## src/rtl/bar_pattern_sequencer.sv

```systemverilog
// bar_pattern_sequencer: stepping thermometer / one-hot bar-graph generator.
// A prescaler produces a tick every DIV enabled cycles. Each tick advances
// the level according to the sampled mode (up-wrap, down-wrap, ping-pong, hold).
// The pattern is rebuilt every edge from the next level and the current pat_sel.
// step and wrap are registered one-cycle strobes that follow each tick edge.
module bar_pattern_sequencer #(
  parameter int WIDTH = 8,
  parameter int DIV   = 8,
  localparam int LW   = $clog2(WIDTH),
  localparam int PW   = (DIV > 1) ? $clog2(DIV) : 1
) (
  input  logic             clk,
  input  logic             clear,
  input  logic             en,
  input  logic [1:0]       mode,
  input  logic             pat_sel,
  output logic [LW-1:0]    level,
  output logic [WIDTH-1:0] out_data,
  output logic             step,
  output logic             wrap
);

  localparam logic [1:0] MODE_UP   = 2'b00;
  localparam logic [1:0] MODE_DOWN = 2'b01;
  localparam logic [1:0] MODE_PING = 2'b10;

  // Terminal values use WIDTH, not 2^LW, so odd widths wrap correctly.
  localparam logic [PW-1:0] PMAX    = PW'(DIV - 1);
  localparam logic [LW-1:0] LMAX    = LW'(WIDTH - 1);
  localparam logic [LW-1:0] LMAX_M1 = LW'(WIDTH - 2);
  localparam logic [LW-1:0] LONE    = LW'(1);

  // Ping-pong direction; only ping-pong mode changes it.
  typedef enum logic {DIR_UP = 1'b0, DIR_DOWN = 1'b1} dir_t;

  logic [PW-1:0]    pcnt_q, pcnt_d;
  logic [LW-1:0]    level_q, level_d;
  logic [WIDTH-1:0] out_q, out_d;
  dir_t             dir_q, dir_d;
  logic             step_q, wrap_q, wrap_d, tick;

  // Next-state: prescaler, level/direction on tick, pattern from next level.
  always_comb begin
    pcnt_d  = pcnt_q;
    level_d = level_q;
    dir_d   = dir_q;
    wrap_d  = 1'b0;
    out_d   = '0;
    tick    = en && (pcnt_q == PMAX);

    if (en) begin
      pcnt_d = tick ? '0 : pcnt_q + PW'(1);
    end

    if (tick) begin
      case (mode)
        MODE_UP: begin
          if (level_q == LMAX) begin
            level_d = '0;
            wrap_d  = 1'b1;
          end else begin
            level_d = level_q + LONE;
          end
        end
        MODE_DOWN: begin
          if (level_q == '0) begin
            level_d = LMAX;
            wrap_d  = 1'b1;
          end else begin
            level_d = level_q - LONE;
          end
        end
        MODE_PING: begin
          if (dir_q == DIR_UP) begin
            if (level_q == LMAX) begin
              level_d = LMAX_M1;
              dir_d   = DIR_DOWN;
              wrap_d  = 1'b1;
            end else begin
              level_d = level_q + LONE;
            end
          end else begin
            if (level_q == '0) begin
              level_d = LONE;
              dir_d   = DIR_UP;
              wrap_d  = 1'b1;
            end else begin
              level_d = level_q - LONE;
            end
          end
        end
        default: begin
          level_d = level_q;
        end
      endcase
    end

    for (int i = 0; i < WIDTH; i++) begin
      if (pat_sel) begin
        out_d[i] = (LW'(i) == level_d);
      end else begin
        out_d[i] = (LW'(i) <= level_d);
      end
    end
  end

  // State registers with asynchronous clear to the reset pattern.
  always_ff @(posedge clk or posedge clear) begin
    if (clear) begin
      pcnt_q  <= '0;
      level_q <= '0;
      dir_q   <= DIR_UP;
      out_q   <= WIDTH'(1);
      step_q  <= 1'b0;
      wrap_q  <= 1'b0;
    end else begin
      pcnt_q  <= pcnt_d;
      level_q <= level_d;
      dir_q   <= dir_d;
      out_q   <= out_d;
      step_q  <= tick;
      wrap_q  <= wrap_d;
    end
  end

  assign level    = level_q;
  assign out_data = out_q;
  assign step     = step_q;
  assign wrap     = wrap_q;

endmodule

```

## config.mk

```make
export PLATFORM = sky130hd
export DESIGN_NAME = bar_pattern_sequencer
export DESIGN_NICKNAME = d
export VERILOG_FILES = /design/src/rtl/bar_pattern_sequencer.sv
export SDC_FILE = /design/constraint.sdc
export NUM_CORES = 1
export LEC_CHECK = 0
export CAP_MARGIN = 0
export CORE_ASPECT_RATIO = 0.6
export CORE_MARGIN = 2
export CORE_UTILIZATION = 45
export DETAILED_ROUTE_END_ITERATION = 8
export GPL_TIMING_DRIVEN = 0
export PLACE_DENSITY = 0.71
export SLEW_MARGIN = 20
export SYNTH_ARGS = -nofsm -noshare
export SYNTH_HDL_FRONTEND = slang
export SYNTH_SLANG_ARGS = --single-unit
export TNS_END_PERCENT = 30
```

## constraint.sdc

```tcl
create_clock -name clk -period 4.4 [get_ports clk]
set_clock_uncertainty 0.2 [all_clocks]
set_input_delay 0.88 -clock clk [delete_from_list [all_inputs] [get_ports clk]]
set_output_delay 0.88 -clock clk [all_outputs]
set_load 0.03 [all_outputs]
```

==> qor.yml <==
run_status:
  status: "completed"
global_routing:
  grt_max_degree: 18
  grt-ovfl-total: 0
  grt_pass1_wl_um: 3130
  first_global_vias: 662
  track_usage_pct: 16.7
  antenna_found_initial: 0
place:
  globalplace.congestion: 0.873
  dp_hpwl_um: 1450
  dp_cells: 146
  port_buffers: 17
synthesis:
  yosysUniqueCellTypes: 39
  syn_area_um2: 1000
  netlist_instances: 99
  ys_ff_latch: 17
  yosysWarnings: 0
  synth-edff-count: 0
  postSynthAreaPerCell_um2: 10.1
  synth_fp_nets: 112
  synth-seq-area-share_pct: 42.7
  ys.flop_type: "dfrtp_1"
  synthArstFlopShare_pct: 100
sta:
  setup_tns_ps: 0
  setup_violations: 0
  tightest_slew_ps: 636
  hold_viol_final: 0
  timing.final.crit_share_pct: 63.4
  timing.slew.headroom_pct: 57.6
  finalCriticalPeriod_ps: 2790
  rsz0062_at_grt: "false"
  slew_violations: 0
  fmax_mhz: 358
route:
  dr.pass1.iters: 4
  postRouteAntennaNets: 0
  drt_iter0_drc: 51
  remaining_drc_errors: 0
  viasPerCell: 5.26
  totalWireLength_um: 1960
  wl_per_cell_um: 13.1
  vias: 789
worst_setup_path:
  arrival_ps: 2730
  crit_required_ps: 4340
  worstPathCellList: "clkdlybuf4s50_1 -> nand2_1 -> inv_1 -> o311ai_0 -> o22ai_1 -> nand3_1 -> o22a_1"
  worst_setup_path_end_kind: "flop"
  critical_path.top_delay_family: "compound AO/OA/AOI/OAI gates"
  crit_path_max_fanout: 5
  worst_path_max_delay_cell: "clkdlybuf4s50_1"
  cpPeakStageDelay_ps: 540
  critPathLaunchType: "input pin"
  worstSetupPathType: "in2reg"
  critPathBufInv: 2
clocking:
  cts_made_buffers: 3
  path_clk_slew_ps: 60
  clockRootBuffer: "clkbuf_8"
  h-tree-depth: 1
  cts-resized-gates: 0
  clk_latency_ps: 250
  cts_sinks: 17
  clk_path_buf_depth: 2
  hold_buffers: 0
  cts_tree: "done"
  cts_setup_buffers: 0
finish:
  num-nets-final: 134
  final_common_cell: "clkdlybuf4s50_1"
  layout_common_cells: "clkdlybuf4s50_1 (17), dfrtp_1 (16), nand2_1 (10)"
  syn2layout_area_growth_pct: 25.3
  drive_gt1_share_pct: 17.5
  n_antenna_cell: 0
  nFillCells: 191
  stdcell_count: 150
power_and_ir_drop:
  vdd_drop_max_mv: 0.379
  p_leak_nw: 0.561
  power_density_nw_per_um2: 701
floorplanning:
  rows: 13
  ios: 19
  dieWidth_um: 64.9
  die_y_um: 40.5
  die-area_um2: 2630
  design.core.area_um2: 2130
  start_util_pct: 46.9
flow_run:
  drv_cap: 0
min_path:
  min_path_type: "reg2reg"
==> area by class of cell <==
| cell class | instances | area (um^2) | share of cell area (%) |
|---|---|---|---|
| plain buffers | 4 | 32.5 | 2.60 |
| inverters | 10 | 40.0 | 3.20 |
| well taps | 30 | 37.5 | 3.00 |
| multi-input cells | 68 | 500 | 40.0 |
| repair buffers | 17 | 170 | 13.6 |
| clock buffers | 4 | 45.0 | 3.60 |
| flip-flops and latches | 17 | 427 | 34.1 |
==> registers in the layout (all words and copies together) (netlist names) <==
register and flops:
out_data 8, level 3, pcnt_q 3, dir_q 1
step 1, wrap 1
==> final timing paths <==
path / slack [ps] / from / depth (start not counted) / to
setup reg to reg: 1990 / level[0] / 7 / out_data[1]
min in group asynchronous: 810 / clear / 2 / out_data[4]
hold / removal: 310 / pcnt_q[1] / 1 / pcnt_q[1]
max in group asynchronous: 2780 / clear / 2 / pcnt_q[1]
setup / recovery: 1610 / en / 7 / out_data[1]
hold reg to reg: 310 / pcnt_q[1] / 1 / pcnt_q[1]
==> synthesized netlist by cell type (all sizes together) (2+ instances only) <==
cell     n  area (um^2)
nand2   11         48.8
inv     10         40.0
dfrtp   16          400
ha       7         87.6
o21ai    3         15.0
o22a     2         17.5
mux2i    2         20.0
nor2     7         26.3
nand3b   2         15.0
buf      4         32.5
a31oi    2         27.5
and3     2         13.8
a21oi    9         45.0
mux2     3         33.8
or2b     2         16.3
o22ai    2         12.5
==> routing by layer <==
metal	routed length, um	track usage, %	up-vias	share of wire (%)
li1	-	-	386	-
met1	1010	22.5	369	52
met2	797	24.5	32	41
met3	138	7.30	2	7.0
met4	9	4.79	0	0.46
met5	0	0	-	0
==> cells by family (layout without fill, tap and decap cells) <==
logic type                 Yosys count  count (layout)  synth area share (%)
AOI/OAI and AO/OA                   25              25                  19.0
buffers and inverters               14              35                  7.26
and+or+nand+nor                     31              31                  16.9
adders and majority gates            7               7                  8.76
muxes                                5               5                  5.38
DFF                                 17              17                  42.7
==> where the power goes <==
group / leakage, nW / internal, W / switching (W)
Clock: 0.0228 / 0.0000642 / 0.0000512
Combinational: 0.329 / 0.000214 / 0.000294
Sequential: 0.209 / 0.000218 / 0.0000351
==> through the flow <==
step / util, % / hold WS (ps) / area, um^2 / total power, W / setup slack, ps
6_report: 58.8 / 313 / 1250 / 0.000877 / 1610
5_1_grt: 58.8 / 348 / 1250 / 0.000934 / 1450
4_1_cts: 58.8 / 318 / 1250 / 0.000879 / 1670
3_5_place_dp: 56.7 / 304 / 1210 / 0.000757 / 1440
3_3_place_gp: 56.7 / 296 / 1210 / 0.000751 / 1460
2_1_floorplan: - / 285 / 1000 / 0.000603 / 2020
(Power assumes the default switching activity.)
